## config.mk

```make
export PLATFORM = sky130hd
export DESIGN_NAME = trig_clk_mmcm_ctrl
export DESIGN_NICKNAME = d
export VERILOG_FILES = /design/src/rtl/trig_clk_pkg.sv /design/src/rtl/cdc_sync_bit.sv /design/src/rtl/trig_clk_mmcm_ctrl.sv
export SDC_FILE = /design/constraint.sdc
export NUM_CORES = 1
export LEC_CHECK = 0
export ABC_AREA = 1
export BUFFER_PORTS_ARGS = -buffer_cell sky130_fd_sc_hd__buf_2
export CORE_ASPECT_RATIO = 0.6
export CORE_MARGIN = 2
export CORE_UTILIZATION = 40
export DETAILED_ROUTE_END_ITERATION = 6
export GPL_TIMING_DRIVEN = 1
export PLACE_DENSITY_LB_ADDON = 0.12
export SLEW_MARGIN = 0
export SYNTH_ARGS = -nofsm -noshare
export SYNTH_HDL_FRONTEND = slang
export SYNTH_SLANG_ARGS = --single-unit
```

## constraint.sdc

```tcl
create_clock -name usb_clk -period 1.8 [get_ports usb_clk]
set_input_delay 0.09 -clock usb_clk [delete_from_list [all_inputs] [get_ports usb_clk]]
set_output_delay 0.09 -clock usb_clk [all_outputs]
set_load 0.01 [all_outputs]
```

## src/rtl/trig_clk_pkg.sv

```systemverilog
// Shared types and constants for the trigger-clock MMCM sequencer.
package trig_clk_pkg;

   localparam int DRP_ADDR_W = 7;
   localparam int DRP_DATA_W = 16;

   localparam logic [1:0] ERR_TIMEOUT = 2'b01;
   localparam logic [1:0] ERR_REJECT  = 2'b10;

   typedef enum logic [3:0] {
      ST_IDLE,
      ST_PS_PULSE,
      ST_PS_WAIT,
      ST_DRP_RST,
      ST_DRP_RD,
      ST_DRP_RWAIT,
      ST_DRP_WR,
      ST_DRP_WWAIT,
      ST_DRP_LOCK
   } mmcm_state_t;

   function automatic logic [DRP_DATA_W-1:0] drp_merge(
      input logic [DRP_DATA_W-1:0] rdata,
      input logic [DRP_DATA_W-1:0] wdata,
      input logic [DRP_DATA_W-1:0] mask
   );
      return (rdata & ~mask) | (wdata & mask);
   endfunction

endpackage

```

## src/rtl/cdc_sync_bit.sv

```systemverilog
// Two-flop synchroniser for a single slow level signal.
module cdc_sync_bit (
   input  logic clk,
   input  logic reset,
   input  logic d,
   output logic q
);

   logic meta;

   always_ff @(posedge clk) begin
      if (reset) begin
         meta <= 1'b0;
         q    <= 1'b0;
      end else begin
         meta <= d;
         q    <= meta;
      end
   end

endmodule

```

## src/rtl/trig_clk_mmcm_ctrl.sv

```systemverilog
// Trigger-clock MMCM sequencer: multi-step dynamic phase shift and DRP
// read / read-modify-write with MMCM reset and relock.
//
// state        | meaning
// IDLE         | waiting for a go pulse
// PS_PULSE     | psen high for one cycle
// PS_WAIT      | waiting for psdone, then next step or done
// DRP_RST      | RMW only: raise mmcm_reset
// DRP_RD       | den high for one cycle (read)
// DRP_RWAIT    | waiting for drdy with read data
// DRP_WR       | den/dwe high for one cycle with merged data
// DRP_WWAIT    | waiting for drdy after write
// DRP_LOCK     | mmcm_reset released, waiting for relock
module trig_clk_mmcm_ctrl
   import trig_clk_pkg::*;
#(
   parameter int pPS_WIDTH = 16,
   parameter int pTIMEOUT  = 4095,
   parameter int pTO_WIDTH = 12
)(
   input  logic                  usb_clk,
   input  logic                  reset_i,
   input  logic                  I_ps_go,
   input  logic                  I_ps_dir,
   input  logic [pPS_WIDTH-1:0]  I_ps_steps,
   input  logic                  I_drp_go,
   input  logic                  I_drp_wr,
   input  logic [6:0]            I_drp_addr,
   input  logic [15:0]           I_drp_wdata,
   input  logic [15:0]           I_drp_mask,
   input  logic                  I_clear_error,
   output logic                  O_busy,
   output logic [pPS_WIDTH-1:0]  O_ps_position,
   output logic [15:0]           O_drp_rdata,
   output logic [1:0]            O_error,
   output logic                  psen,
   output logic                  psincdec,
   input  logic                  psdone,
   output logic [6:0]            drp_addr,
   output logic                  drp_den,
   output logic                  drp_dwe,
   output logic [15:0]           drp_din,
   input  logic [15:0]           drp_dout,
   input  logic                  drp_drdy,
   output logic                  mmcm_reset,
   input  logic                  locked
);

   localparam logic [pTO_WIDTH-1:0] TO_LOAD = pTO_WIDTH'(pTIMEOUT - 1);

   mmcm_state_t             state;
   logic                    locked_s;
   logic [pPS_WIDTH-1:0]    ps_remaining;
   logic                    drp_wr_l;
   logic [DRP_DATA_W-1:0]   wdata_l;
   logic [DRP_DATA_W-1:0]   mask_l;
   logic [pTO_WIDTH-1:0]    to_cnt;
   logic                    wait_state;
   logic                    wait_evt;
   logic                    timeout_hit;
   logic                    reject;

   cdc_sync_bit u_locked_sync (
      .clk   (usb_clk),
      .reset (reset_i),
      .d     (locked),
      .q     (locked_s)
   );

   always_comb begin
      wait_state = 1'b0;
      wait_evt   = 1'b0;
      case (state)
         ST_PS_WAIT: begin
            wait_state = 1'b1;
            wait_evt   = psdone;
         end
         ST_DRP_RWAIT, ST_DRP_WWAIT: begin
            wait_state = 1'b1;
            wait_evt   = drp_drdy;
         end
         ST_DRP_LOCK: begin
            wait_state = 1'b1;
            wait_evt   = locked_s;
         end
         default: ;
      endcase
      timeout_hit = wait_state && !wait_evt && (to_cnt == '0);
      // DRP has priority over a simultaneous PS request; a zero-step PS is a silent no-op
      if (state != ST_IDLE)
         reject = I_ps_go | I_drp_go;
      else
         reject = (I_ps_go && I_drp_go) ||
                  (I_ps_go && !I_drp_go && (I_ps_steps != '0) && !locked_s);
   end

   always_ff @(posedge usb_clk) begin
      if (reset_i) begin
         state         <= ST_IDLE;
         O_busy        <= 1'b0;
         O_ps_position <= '0;
         O_drp_rdata   <= '0;
         O_error       <= 2'b00;
         psen          <= 1'b0;
         psincdec      <= 1'b0;
         drp_addr      <= '0;
         drp_den       <= 1'b0;
         drp_dwe       <= 1'b0;
         drp_din       <= '0;
         mmcm_reset    <= 1'b0;
         ps_remaining  <= '0;
         drp_wr_l      <= 1'b0;
         wdata_l       <= '0;
         mask_l        <= '0;
         to_cnt        <= TO_LOAD;
      end else begin
         O_error <= (I_clear_error ? 2'b00 : O_error) |
                    (timeout_hit ? ERR_TIMEOUT : 2'b00) |
                    (reject ? ERR_REJECT : 2'b00);
         to_cnt  <= TO_LOAD;
         if (timeout_hit) begin
            state      <= ST_IDLE;
            O_busy     <= 1'b0;
            mmcm_reset <= 1'b0;
            psincdec   <= 1'b0;
         end else begin
            case (state)
               ST_IDLE: begin
                  if (I_drp_go) begin
                     drp_addr <= I_drp_addr;
                     drp_wr_l <= I_drp_wr;
                     wdata_l  <= I_drp_wdata;
                     mask_l   <= I_drp_mask;
                     O_busy   <= 1'b1;
                     if (I_drp_wr) begin
                        state <= ST_DRP_RST;
                     end else begin
                        drp_den <= 1'b1;
                        state   <= ST_DRP_RD;
                     end
                  end else if (I_ps_go && (I_ps_steps != '0) && locked_s) begin
                     ps_remaining <= I_ps_steps;
                     psincdec     <= I_ps_dir;
                     psen         <= 1'b1;
                     O_busy       <= 1'b1;
                     state        <= ST_PS_PULSE;
                  end
               end
               ST_PS_PULSE: begin
                  psen  <= 1'b0;
                  state <= ST_PS_WAIT;
               end
               ST_PS_WAIT: begin
                  if (psdone) begin
                     O_ps_position <= psincdec ? O_ps_position + 1'b1 : O_ps_position - 1'b1;
                     ps_remaining  <= ps_remaining - 1'b1;
                     if (ps_remaining == pPS_WIDTH'(1)) begin
                        state    <= ST_IDLE;
                        O_busy   <= 1'b0;
                        psincdec <= 1'b0;
                     end else begin
                        psen  <= 1'b1;
                        state <= ST_PS_PULSE;
                     end
                  end else begin
                     to_cnt <= to_cnt - 1'b1;
                  end
               end
               ST_DRP_RST: begin
                  mmcm_reset <= 1'b1;
                  drp_den    <= 1'b1;
                  state      <= ST_DRP_RD;
               end
               ST_DRP_RD: begin
                  drp_den <= 1'b0;
                  state   <= ST_DRP_RWAIT;
               end
               ST_DRP_RWAIT: begin
                  if (drp_drdy) begin
                     O_drp_rdata <= drp_dout;
                     if (drp_wr_l) begin
                        drp_din <= drp_merge(drp_dout, wdata_l, mask_l);
                        drp_den <= 1'b1;
                        drp_dwe <= 1'b1;
                        state   <= ST_DRP_WR;
                     end else begin
                        O_busy <= 1'b0;
                        state  <= ST_IDLE;
                     end
                  end else begin
                     to_cnt <= to_cnt - 1'b1;
                  end
               end
               ST_DRP_WR: begin
                  drp_den <= 1'b0;
                  drp_dwe <= 1'b0;
                  state   <= ST_DRP_WWAIT;
               end
               ST_DRP_WWAIT: begin
                  if (drp_drdy) begin
                     mmcm_reset <= 1'b0;
                     state      <= ST_DRP_LOCK;
                  end else begin
                     to_cnt <= to_cnt - 1'b1;
                  end
               end
               ST_DRP_LOCK: begin
                  // MMCM reset discards any phase offset, so the position restarts at zero
                  if (locked_s) begin
                     O_ps_position <= '0;
                     O_busy        <= 1'b0;
                     state         <= ST_IDLE;
                  end else begin
                     to_cnt <= to_cnt - 1'b1;
                  end
               end
               default: state <= ST_IDLE;
            endcase
         end
      end
   end

endmodule
```

; ---- Word-level counts from Yosys, hierarchy flattened
; Index checks and enable logic that the tools add are counted.
[word_totals]
ff_bits = 130
mem_bits_rw = 0
n_memories = 0
input_bits = 81
elab_cells = 143
rom_bits = 0
latchBits = 0
[classes]
magnitude_cmp = 0
n_mul = 0
mux = 51
n_addsub = 4
n_bitwise = 8
reduce_logical = 39
eq_ne = 22
shift = 0
div = 0
[ops]
columns = op, n
row1 = $mux 16, 6
row2 = $pmux 16 s2, 2
row3 = $mux 12, 3
row4 = $pmux 12 s3, 1
row5 = $pmux 4 s9, 1
row6 = $and 16x16->16, 2
row7 = $sub 16x1->16 const B, 2
row8 = $mux 4, 6
row9 = $ne 2x2->1 const B, 11
row10 = $mux 1, 21
row11 = $add 16x1->16 const B, 1
row12 = $eq 16x1->1 const B, 1
row13 = $eq 4x3->1 const B, 4
row14 = $not 16->16, 1
row15 = $or 16x16->16, 1
row16 = $reduce_bool 16->1, 1
row17 = $reduce_and 5->1, 3
row18 = $logic_not 12->1, 1
row19 = $reduce_and 4->1, 3
row20 = $reduce_and 6->1, 2
row21 = $reduce_bool 4->1, 3
row22 = $sub 12x1->12 const B, 1
row23 = $eq 4x2->1 const B, 2
row24 = $logic_and 1x1->1, 8
row25 = other kinds (23), 37

; ---- Logic depth before layout (Yosys ltp)
; Gate-level depths: netlist of run 1.
[depth]
ltp_word = 9
depth_mapped = 12
depth_no_buf = 12

; ---- Hierarchy
; From an unflattened synthesis of run 1, not the netlist that was laid out.
[unflattened]
hier_cells = 981
area_unflattened_um2 = 6640.1
[by_module_without_submodules]
columns = mod, instances, cells_per_inst, area_per_inst_um2, seq_area_each_um2
row1 = trig_clk_mmcm_ctrl, 1, 975, 6585.1, 2562.5
row2 = cdc_sync_bit, 1, 6, 55.1, 40.0

; ---- Worst setup path after synthesis of run 1
; No wires, ideal clock.
[synth_timing]
path_kind = reg-to-reg
from = reg psincdec
to = reg O_ps_position[6]
arrival_ns = 1.755
required_ns = 1.665
n_path_buf = 0
stages_incl_launch_ff = 10
synth_period_minus_slack_ns = 1.890
path_slack_ns = -0.090
path_cell_list = dfxtp_1 inv_1 ha_1 nand2_1 inv_1 a21oi_1 nand2_1 or2_2 nand3_1 a21oi_1
[synth_between]
elab_chain_len = 3
[synth_rtl]
columns = item, line_no
row1 = from (decl), trig_clk_mmcm_ctrl.sv:37  ; output logic psincdec,
row2 = from (signal assigned), trig_clk_mmcm_ctrl.sv:143  ; psincdec <= I_ps_dir;
row3 = $mux 16, trig_clk_mmcm_ctrl.sv:155  ; O_ps_position <= psincdec ? O_ps_position + 1'b1 : O_ps_position - 1'b1;
row4 = $mux 16, trig_clk_mmcm_ctrl.sv:154  ; if (psdone) begin
row5 = $pmux 16 s2, trig_clk_mmcm_ctrl.sv:127  ; case (state)
row6 = to (signal assigned), trig_clk_mmcm_ctrl.sv:155
row7 = to (decl), trig_clk_mmcm_ctrl.sv:33  ; output logic [pPS_WIDTH-1:0] O_ps_position,
; Every way passes these cells. The select of a mux whose other input is x is not followed.
; A chain may end at the register's enable or synchronous reset.

; ---- Worst setup path after layout of run 1
; Ends and elaborated chain as after synthesis.

==> results.md, run 1 <==
- Endpoints failing hold: 0
- Gr ovfl total: 0
- Skew final: 0.0107 ns
- I/O pin count: 144
- Internal cell power: 8470 uW
- Most instantiated cells after synthesis: 289 x nand2_1, 130 x dfxtp_1, 111 x a21oi_1
- Final ANT Viol Nets: 0
- CTS tree: built
- Part of the power in the clock network: 23.4%
- Worst EP arrival: approximately 2.0 ns
- GRT Overall Usage: 23.1%
- Max Fclk: 575 MHz
- Top-count cell post-synth: nand2_1
- Fin worst setup slack: 0.0599 ns
- Largest cells by area after synthesis: dfxtp_1 39%, nand2_1 16%, a21oi_1 8.2%
- Status: completed
- Leakage power: 0.00454 uW
- Via/cell ratio: 4.77
- Distinct cell type count after synthesis: 35
- Finished Layout Cells: 1,488
- DP HPWL: 14,300 microns
- Sequential power share: between 20% and 30%
- Post-synth top area share: 38.6%
- Setup violators final: 0
- Crit Path Class: reg -> reg
- Syn nets: 1,106
- Sw Share: 42.8%
- Crit-path max cell delay: approximately 0.38 ns
- Dpl ws: -0.0462 ns
- First-pass DRT Iterations: 5
- CP max FO: 13
- RSZ-0062 raised after global routing: true
- Synthesis-stage register bit count: 130
- Via count: 7,102
- WHS: ~0.012 ns
- Number of max-cap violations: 0
- Crit-path leading delay family: simple AND/OR/NAND/NOR gates
- Mapped cell area: 6750 sq um
- Initial antenna violation count: 0
- P_sw: between 6000 and 7000 uW
- Latest clock arrival within the worst-skew pair: 0.41 ns
- Async SR Flop Fraction: 0%
- Post-synth EDFFs: 0
- Buf+Inv Stages, Crit Path: 2
- Critical-path top delay cell: dfxtp_4
- Part of the Yosys area used for sequential elements: between 30% and 40%
- Layout net count: 1,347
- Fin crit share: a little over nine tenths
- Crit path time final: around 1.7 ns
- Setup_tns: 0 ns
- Final Wtd Congestion: between 0.8 and 0.9
- CORE AREA: 16,400 sq um
- DIE WIDTH: 172 microns
- Final Max Tran Viols: 0
- PnR Total Power: 14,800 uW
- Clock buffer depth: 2
- Initial Util: 41.3%
- Ys Warns: 0
- Worst-Margin Slew: around 0.55 ns
- Max IR drop VDD: approximately 0.65 mV
- Crit path capture type: register
- WP data required: around 2.1 ns
- DR iter-0 viols: a little over 500
- Clk sinks: between 100 and 150
- Comb pwr share: between 50 and 60%
- H-tree levels: 4
- DRC Markers: 0
- Die Ht: 105 microns
- Site Rows: 36
- First-pass GRT wire length: 33,100 microns
- Hold Crit Class: in -> reg
- Fraction of layout cells with a size suffix above 1: 24.4%
- Die Footprint: 18,000 sq um
- Slew HR: 63.5%
- Placed cells: 1,397
- Post-Route WL: 20,500 microns
- Routed length per instance: 13.7 microns
- Root Driver: clkbuf_16
- Primary FF master, synth: dfxtp_1
- Number of diodes: 0
- Leading area contributor after synthesis: dfxtp_1
- Largest net degree at the start of global routing: a little under 60
- Mean area per synthesized cell: 6.71 sq um
- Cts bufs inserted: 17
- Worst-path cell chain: inv_8, ha_1, buf_4, nand2_1, nand2_1, a21oi_1, nand2_2, or2_2, nand3_1, a21oi_1
- CP Launch Type: register
- Vias in the first global route: between 6,000 and 7,000
- Clock Pin Slew Worst Setup and Hold Paths: 0.06 ns
- Mapped Cells: approximately 1,000
- Pwr dens: 1570 nW/um^2
- Port Buffers: roughly 140
- Area Overhead vs Synth: 39.5%
==> power by group through the flow <==
stage / logic (uW) / registers (uW) / clock network (uW)
3_3_place_gp: 6720 / 3880 / 0
3_5_place_dp: 6740 / 3880 / 0
2_1_floorplan: 4640 / 3890 / 0
6_report: 7470 / 3870 / 3450
5_1_grt: 8430 / 3940 / 3660
4_1_cts: 6920 / 3830 / 3510
==> path summary, 6_finish.rpt <==
| check | slack [ns] | end | start | depth (start not counted) |
|---|---|---|---|---|
| hold / removal | 0.01 | ps_remaining[15] | reset_i | 2 |
| setup / recovery | 0.06 | O_ps_position[6] | psincdec | 10 |
| hold reg to reg | 0.42 | u_locked_sync.q | u_locked_sync.meta | 2 |
| setup reg to reg | 0.06 | O_ps_position[6] | psincdec | 10 |
==> timing repair <==
action	in CTS	in global routing
resized for setup	4	34
endpoints found under the setup margin	7	50
endpoints found under the hold margin	60	0
hold buffers	56	0
pin swaps	0	2
setup buffers	0	3
==> cells in the final DEF, fill, tap and decap left out, drive strengths merged, types with 2 or more instances in the layout <==
| cell | count |
|---|---|
| ha | 18 |
| dlygate4sd3 | 56 |
| nor3 | 7 |
| nor2 | 107 |
| nand4 | 8 |
| clkinvlp | 2 |
| nand3b | 4 |
| nand3 | 82 |
| clkbuf | 17 |
| o21ai | 67 |
| xor2 | 6 |
| a21oi | 114 |
| xnor2 | 5 |
| dfxtp | 130 |
| or2 | 9 |
| nor3b | 3 |
| nand2 | 299 |
| buf | 202 |
| clkinv | 2 |
| inv | 116 |
==> metal layers <==
layer  share of wire, %  track usage [%]
met5                  0                0
met2                 41             32.6
met3                5.0             4.39
met4               0.77             5.33
met1                 53             35.6
==> registers in the layout, indices dropped and copies added, names as in the netlist, 7 cells and up <==
name,flops
O_drp_rdata,16
O_ps_position,16
drp_din,16
mask_l,16
ps_remaining,16
wdata_l,16
to_cnt,12
drp_addr,7
==> kinds of logic after synthesis <==
| group | Yosys count | synth area share, % |
|---|---|---|
| and+or+nand+nor | 519 | 33.6 |
| AOI/OAI and AO/OA | 185 | 14.0 |
| buffers and inverters | 142 | 8.77 |
| DFF | 130 | 38.6 |
| adders and majority gates | 19 | 3.63 |
| xor gates and xnor gates | 11 | 1.43 |
==> area by class of cell <==
class | count | area, sq um
sequential | 130 | 2610
inverter | 106 | 405
tap | 228 | 285
fill | 1588 | 6940
multi-input combinational | 734 | 3740
timing repair buffer | 258 | 1780
clock inverter | 15 | 160
clock buffer | 17 | 425
==> metrics by stage <==
step	utilization, %	area [sq um]
after global placement	49.2	8040
after global routing	57.6	9410
final	57.6	9410
after detailed placement	49.2	8040
after CTS	56.3	9210
after floorplan	-	6750
(Power assumes the default switching activity.)
==> run 2: changes to the inputs <==
--- a/config.mk
+++ b/config.mk
@@ -7,9 +7,11 @@
 export LEC_CHECK = 0
 export ABC_AREA = 1
 export BUFFER_PORTS_ARGS = -buffer_cell sky130_fd_sc_hd__buf_2
+export CELL_PAD_IN_SITES_DETAIL_PLACEMENT = 2
+export CELL_PAD_IN_SITES_GLOBAL_PLACEMENT = 2
 export CORE_ASPECT_RATIO = 0.6
 export CORE_MARGIN = 2
-export CORE_UTILIZATION = 40
+export CORE_UTILIZATION = 27
 export DETAILED_ROUTE_END_ITERATION = 6
 export GPL_TIMING_DRIVEN = 1
 export PLACE_DENSITY_LB_ADDON = 0.12
==> results.md, run 2 (synthesis gave the netlist of run 1 again) <==
- Status: finished with violations (was completed)
- Layout net count: 1,381 (was 1,347)
- Setup violators final: 3 (was 0)
- CTS tree: built (unchanged)
- GRT Overall Usage: 23.1% (about the same)
- DRC Markers: 0 (unchanged)
- Site Rows: 44 (was 36)
- Clock Pin Slew Worst Setup and Hold Paths: 0.06 ns (about the same)
- Post-Route WL: 31,800 microns (was 20,500 microns)
- Clock buffer depth: 2 (unchanged)
- Post-layout util: 41.9% (was 57.6%)
- Final Max Tran Viols: 0 (unchanged)
- Sequential power share: 23.2% (was 26.2%)
- Commonest cells after routing, fill and taps aside: 264 x nand2_1, 143 x buf_2, 124 x dfxtp_1 (was 288 x nand2_1, 143 x buf_2, 125 x dfxtp_1)
- WP data required: 2.10 ns (was 2.08 ns)
- Hold Crit Class: in -> reg (unchanged)
- Crit Path Class: reg -> reg (unchanged)
- Number of diodes: 0 (unchanged)
- Initial Util: 27.7% (was 41.3%)
- Routed length per instance: 19.7 microns (was 13.7 microns)
- First-pass GRT wire length: 47,000 microns (was 33,100 microns)
- H-tree levels: 4 (unchanged)
- Comb pwr share: 56.0% (was 50.5%)
- Crit path capture type: register (unchanged)
- Pwr dens: 1680 nW/um^2 (was 1570 nW/um^2)
- CP Launch Type: register (unchanged)
- Clk sinks: 130 (unchanged)
- I/O pin count: 144 (unchanged)
- Crit path time final: 1.82 ns (was 1.74 ns)
- Most common cell after layout, fill and taps aside: nand2_1 (unchanged)
- Area Overhead vs Synth: 51.3% (was 39.5%)
- Fin worst setup slack: -0.0178 ns (was 0.0599 ns)
- DIE WIDTH: 208 microns (was 172 microns)
- Latest clock arrival within the worst-skew pair: 0.45 ns (was 0.41 ns)
- CORE AREA: 24,400 sq um (was 16,400 sq um)
- Worst-path cell chain: buf_6, fa_2, inv_2, nand3_2, nand3_2, a21oi_2, or2_2, nand3_2, a21oi_1 (was inv_8, ha_1, buf_4, nand2_1, nand2_1, a21oi_1, nand2_2, or2_2, nand3_1, a21oi_1)
- DR iter-0 viols: 324 (was 515)
- Cts bufs inserted: 17 (unchanged)
- Final ANT Viol Nets: 0 (unchanged)
- Placement-stage cell area: 8330 sq um (was 8040 sq um)
- Via/cell ratio: 4.78 (was 4.77)
- Post-Layout Inst Area: 10,200 sq um (was 9410 sq um)
- P_sw: 7700 uW (was 6320 uW)
- Die Ht: 126 microns (was 105 microns)
- Initial antenna violation count: 0 (unchanged)
- Skew final: 0.0132 ns (was 0.0107 ns)
- Max IR drop VDD: 0.700 mV (was 0.649 mV)
- RSZ-0062 raised after global routing: true (unchanged)
- Die Footprint: 26,300 sq um (was 18,000 sq um)
- Sw Share: 44.9% (was 42.8%)
- Max Fclk: 550 MHz (was 575 MHz)
- Gr ovfl total: 0 (unchanged)
- Critical-path top delay cell: dfxtp_4 (unchanged)
- Dpl ws: -0.141 ns (was -0.0462 ns)
- Finished Layout Cells: 1,616 (was 1,488)
- Leakage power: 0.00477 uW (was 0.00454 uW)
- Via count: 7,725 (was 7,102)
- PnR Total Power: 17,100 uW (was 14,800 uW)
- Internal cell power: 9430 uW (was 8470 uW)
- Vias in the first global route: 8,290 (was 6,478)
- Final Wtd Congestion: 0.791 (was 0.896)
- Slew HR: 66.6% (was 63.5%)
- Fin crit share: 101% (was 96.7%)
- Failing checks: setup timing
- Placed cells: 1,510 (was 1,397)
- DP HPWL: 20,600 microns (was 14,300 microns)
- Endpoints failing hold: 0 (unchanged)
- Port Buffers: 143 (unchanged)
- Most frequent CP cell: nand3_2
- Number of max-cap violations: 0 (unchanged)
- Worst EP arrival: 2.12 ns (was 2.02 ns)
- Largest net degree at the start of global routing: 56 (was 58)
- Fraction of layout cells with a size suffix above 1: 31.5% (was 24.4%)
- CP max FO: 3 (was 13)
- First-pass DRT Iterations: 4 (was 5)
- Root Driver: clkbuf_16 (unchanged)
- Crit-path max cell delay: 0.39 ns (was 0.38 ns)
- Part of the power in the clock network: 20.9% (was 23.4%)
- Worst-Margin Slew: 0.501 ns (was 0.548 ns)
run 2: cell count changes in the layout (fill, tap and decap cells not counted), sizes merged:
cell         change
buf             +29
inv             -10
clkbuf           +5
clkinv           +4
clkinvlp         +3
nand2            +2
bufinv           +1
dlygate4sd3      -1
nor2             +1
run 2: path summary, 6_finish.rpt:
check / start / to / slack, ns / cells after the start
worst max-delay path: psincdec / O_ps_position[8] / -0.02 / 9
worst min register to register: u_locked_sync.meta / u_locked_sync.q / 0.41 / 2
worst min-delay path: I_clear_error / O_error[0] / 0.002 / 4
worst max register to register: psincdec / O_ps_position[8] / -0.02 / 9
run 2: power by group through the flow:
stage               Clock, uW  Combinational (uW)  Sequential [uW]
global placement            0                7240             3880
detailed placement          0                7490             3910
CTS                      3610                7910             3870
floorplan                   0                4640             3890
finish                   3570                9590             3970
global route             3780               10600             4040
run 2: area by class of cell:
type	instances	area, sq um
clock buffer	20	457
clock inverter	12	131
fill	2848	14200
inverter	106	417
multi-input combinational	737	4080
sequential	130	2620
tap	322	403
timing repair buffer	288	2100
timing repair inverter	1	8.76
run 2: what timing repair did:
action,in CTS,in global routing
pin swaps,3,32
setup endpoints to repair,32,50
buffers inserted,0,14
hold endpoints to repair,63,0
hold buffers,55,0
resized for setup,20,114
gates cloned,1,5
run 2: worst max-delay path: cells and delay by family (launching register included):
kind / cells / cell delay, ns
buffers and inverters: 2 / 0.25
AND/OR/NAND/NOR: 4 / 0.56
AO/OA/AOI/OAI: 2 / 0.11
adder cells (fa/ha/maj): 1 / 0.37
flip-flops: 1 / 0.39
run 2: per-stage QoR:
| stage | setup TNS [ns] | hold WS, ns |
|---|---|---|
| 6_report | -0.0336 | 0.00233 |
| 5_1_grt | -1.92 | 0.0246 |
| 4_1_cts | 0 | 0.000121 |
| 3_5_place_dp | -1.47 | 0.309 |
| 3_3_place_gp | -0.170 | 0.304 |
| 2_1_floorplan | 0 | 0.197 |
run 2: metal layers:
layer	up-vias	GRT usage, %	part of all wire [%]
li1	3786	-	-
met4	0	5.04	1.0
met3	24	4.73	3.2
met2	107	36.9	46
met5	-	0	0
met1	3808	32.2	50
==> run 3: changes to the inputs <==
--- a/config.mk
+++ b/config.mk
@@ -5,13 +5,13 @@
 export SDC_FILE = /design/constraint.sdc
 export NUM_CORES = 1
 export LEC_CHECK = 0
-export ABC_AREA = 1
+export ABC_AREA = 0
 export BUFFER_PORTS_ARGS = -buffer_cell sky130_fd_sc_hd__buf_2
 export CELL_PAD_IN_SITES_DETAIL_PLACEMENT = 2
 export CELL_PAD_IN_SITES_GLOBAL_PLACEMENT = 2
 export CORE_ASPECT_RATIO = 0.6
 export CORE_MARGIN = 2
-export CORE_UTILIZATION = 27
+export CORE_UTILIZATION = 28
 export DETAILED_ROUTE_END_ITERATION = 6
 export GPL_TIMING_DRIVEN = 1
 export PLACE_DENSITY_LB_ADDON = 0.12
==> results.md, run 3 <==
- Latest clock arrival within the worst-skew pair: 0.43 ns (was 0.45 ns)
- Setup slack, reg-to-reg: -0.48 ns (was -0.02 ns)
- Syn nets: 871 (was 1,106)
- Root Driver: clkbuf_16 (unchanged)
- Sequential power share: 20.9% (was 23.2%)
- Post-synth top area share: 42.0% (was 38.6%)
- Hold depth: 4 (unchanged)
- I/O pin count: 144 (unchanged)
- Fin worst setup slack: -0.484 ns (was -0.0178 ns)
- Post-Layout Inst Area: 10,400 sq um (was 10,200 sq um)
- Slew HR: 46.8% (was 66.6%)
- RSZ-0062 raised after global routing: true (unchanged)
- H-tree levels: 4 (unchanged)
- DR iter-0 viols: 278 (was 324)
- PnR Total Power: 18,600 uW (was 17,100 uW)
- CP max FO: 7 (was 3)
- Max Fclk: 438 MHz (was 550 MHz)
- Die Footprint: 23,400 sq um (was 26,300 sq um)
- Die Ht: 119 microns (was 126 microns)
- Leading area contributor after synthesis: dfxtp_1 (unchanged)
- CORE AREA: 21,900 sq um (was 24,400 sq um)
- WP data required: 2.17 ns (was 2.10 ns)
- Status: finished with violations (unchanged)
- Initial Util: 28.3% (was 27.7%)
- Pwr dens: 1790 nW/um^2 (was 1680 nW/um^2)
- Crit-path leading delay family: compound AO/OA/AOI/OAI gates (was simple AND/OR/NAND/NOR gates)
- Number of max-cap violations: 0 (unchanged)
- CTS tree: built (unchanged)
- Comb pwr share: 58.8% (was 56.0%)
- Async SR Flop Fraction: 0% (unchanged)
- Fin crit share: 127% (was 101%)
- Leakage power: 0.00442 uW (was 0.00477 uW)
- Commonest cells after routing, fill and taps aside: 143 x nand2_1, 142 x buf_2, 126 x buf_4 (was 264 x nand2_1, 143 x buf_2, 124 x dfxtp_1)
- Skew final: 0.00835 ns (was 0.0132 ns)
- Via count: 7,142 (was 7,725)
- Worst hold start: drp_drdy (was I_clear_error)
- Buf+Inv Stages, Crit Path: 2 (unchanged)
- First-pass GRT wire length: 43,900 microns (was 47,000 microns)
- Initial antenna violation count: 0 (unchanged)
- Via/cell ratio: 5.10 (was 4.78)
- Critical R2R Capture: O_ps_position[15] (was O_ps_position[8])
- Crit path capture type: register (unchanged)
- Distinct cell type count after synthesis: 60 (was 35)
- Layout net count: 1,201 (was 1,381)
- Worst reg2reg path depth: 10 (was 9)
- Worst EP arrival: 2.65 ns (was 2.12 ns)
- Placement-stage cell area: 8180 sq um (was 8330 sq um)
- Number of diodes: 0 (unchanged)
- Final Wtd Congestion: 0.833 (was 0.791)
- Final ANT Viol Nets: 0 (unchanged)
- Primary FF master, synth: dfxtp_1 (unchanged)
- Sw Share: 42.8% (was 44.9%)
- Critical-path top delay cell: or4_1 (was dfxtp_4)
- Post-Route WL: 31,400 microns (was 31,800 microns)
- Fraction of layout cells with a size suffix above 1: 42.1% (was 31.5%)
- Most instantiated cells after synthesis: 157 x nand2_1, 130 x dfxtp_1, 94 x a21oi_1 (was 289 x nand2_1, 130 x dfxtp_1, 111 x a21oi_1)
- Internal cell power: 10,600 uW (was 9430 uW)
- Mapped cell area: 6200 sq um (was 6750 sq um)
- Final Max Tran Viols: 0 (unchanged)
- DP HPWL: 18,700 microns (was 20,600 microns)
- Worst-Margin Slew: 0.791 ns (was 0.501 ns)
- Cts bufs inserted: 17 (unchanged)
- Port Buffers: 143 (unchanged)
- Gr ovfl total: 0 (unchanged)
- Part of the power in the clock network: 20.3% (was 20.9%)
- Most common cell after layout, fill and taps aside: nand2_1 (unchanged)
- Largest net degree at the start of global routing: 58 (was 56)
- P_sw: 7980 uW (was 7700 uW)
- Setup violators final: 47 (was 3)
- Post-synth EDFFs: 0 (unchanged)
- CP Launch Type: register (unchanged)
- Hold Crit Endpoint: mmcm_reset (was O_error[0])
- Ys Warns: 0 (unchanged)
- Failing checks: setup timing (unchanged)
- DRC Markers: 0 (unchanged)
- DIE WIDTH: 196 microns (was 208 microns)
- Clock Pin Slew Worst Setup and Hold Paths: 0.06 ns (about the same)
- Clk sinks: 130 (unchanged)
- Hold Crit Class: in -> reg (unchanged)
- Largest cells by area after synthesis: dfxtp_1 42%, nand2_1 9.5%, a21oi_1 7.6% (was dfxtp_1 39%, nand2_1 16%, a21oi_1 8.2%)
- Part of the Yosys area used for sequential elements: 42.0% (was 38.6%)
- Site Rows: 42 (was 44)
- Area Overhead vs Synth: 68.0% (was 51.3%)
- Crit-path max cell delay: 0.43 ns (was 0.39 ns)
- Max IR drop VDD: 0.733 mV (was 0.700 mV)
- GRT Overall Usage: 24.3% (was 23.1%)
- Crit path time final: 2.28 ns (was 1.82 ns)
- Post-layout util: 47.5% (was 41.9%)
- Reg-to-Reg Start: psincdec (unchanged)
- Clock buffer depth: 2 (unchanged)
- First-pass DRT Iterations: 4 (unchanged)
- Endpoints failing hold: 0 (unchanged)
- Routed length per instance: 22.5 microns (was 19.7 microns)
- Synthesis-stage register bit count: 130 (unchanged)
- Crit Path Class: reg -> reg (unchanged)
- Mapped Cells: 771 (was 1,006)
- Mean area per synthesized cell: 8.05 sq um (was 6.71 sq um)
- Vias in the first global route: 7,808 (was 8,290)
- Top-count cell post-synth: nand2_1 (unchanged)
- Worst-path cell chain: inv_8, ha_4, a21o_1, a21oi_2, o21ai_2, a221oi_2, buf_4, a2111oi_2, or4_1, nand3_1 (was buf_6, fa_2, inv_2, nand3_2, nand3_2, a21oi_2, or2_2, nand3_2, a21oi_1)
## run 3: cell types whose count changed after synthesis, sizes merged, moves of 19 or more
| cell | before | now |
|---|---|---|
| nand2 | 299 | 169 |
| a211oi | 0 | 20 |
| nor2 | 107 | 68 |
| o21ai | 67 | 31 |
| a21oi | 114 | 95 |
| nand3 | 82 | 12 |
| inv | 106 | 10 |
## run 3: cell type report
type / instances / area [sq um]
well taps: 286 / 358
flip-flops and latches: 130 / 2620
fillers: 2335 / 11500
multi-input cells: 590 / 4080
inverters: 10 / 45.0
repair buffers: 351 / 2680
repair inverters: 1 / 6.26
clock inverters: 11 / 150
clock buffers: 21 / 482
## run 3: logic make-up (layout without fill, tap and decap cells)
logic type	after synthesis	count (layout)	synth area share (%)
adder cells (fa/ha/maj)	19	19	3.95
AO/OA/AOI/OAI	201	201	19.9
flip-flops	130	130	42.0
multiplexers	18	18	2.90
buffers and inverters	54	394	3.85
XOR/XNOR	21	21	2.96
AND/OR/NAND/NOR	328	331	24.5
## run 3: power by group through the flow
stage / clock, uW / combinational [uW] / sequential (uW)
after floorplan: 0 / 4190 / 3850
after global placement: 0 / 7100 / 3800
after detailed placement: 0 / 7540 / 3850
after CTS: 3840 / 8500 / 3830
after global routing: 3990 / 11700 / 3940
final: 3780 / 11000 / 3890
## run 3: tightest hold or removal path, stage by stage
cell	delay (ns)
buf_2	0.14
nand3_1	0.09
a2bb2oi_1	0.06
nor2_1	0.08
## run 3: timing repair
action	4_1_cts	5_1_grt
pin swaps	16	35
setup buffers	9	12
hold buffers	60	0
hold endpoints to repair	61	0
cloned	3	7
resized for setup	43	122
endpoints found under the setup margin	70	80
## run 3: layer usage
metal / wire [microns] / global-route usage (%) / vias to the layer above
met4: 656 / 5.21 / 0
met2: 15000 / 41.0 / 144
met5: 0 / 0 / -
met3: 1150 / 5.07 / 45
li1: - / - / 3369
met1: 14700 / 32.0 / 3584
## run 3: worst max-delay path by stage
stage / start / slack [ns] / cells past startpoint / endpoint
after floorplan: psincdec / -0.25 / 9 / O_ps_position[12]
after global placement: O_ps_position[0] / -0.40 / 10 / O_ps_position[12]
after detailed placement: psincdec / -0.51 / 10 / O_ps_position[14]
after CTS: psincdec / -0.44 / 9 / O_ps_position[15]
after global routing: psincdec / -0.59 / 10 / O_ps_position[15]
final: psincdec / -0.48 / 10 / O_ps_position[15]
## run 3: per-stage QoR
stage	hold slack [ns]	TNS (ns)	setup WS, ns	instances
after floorplan	0.218	-2.95	-0.253	771
after global placement	0.328	-7.01	-0.397	1280
after detailed placement	0.325	-10.20	-0.510	1280
after CTS	0.0573	-7.66	-0.438	1384
after global routing	0.0822	-13.46	-0.594	1400
final	0.0741	-9.58	-0.484	1400
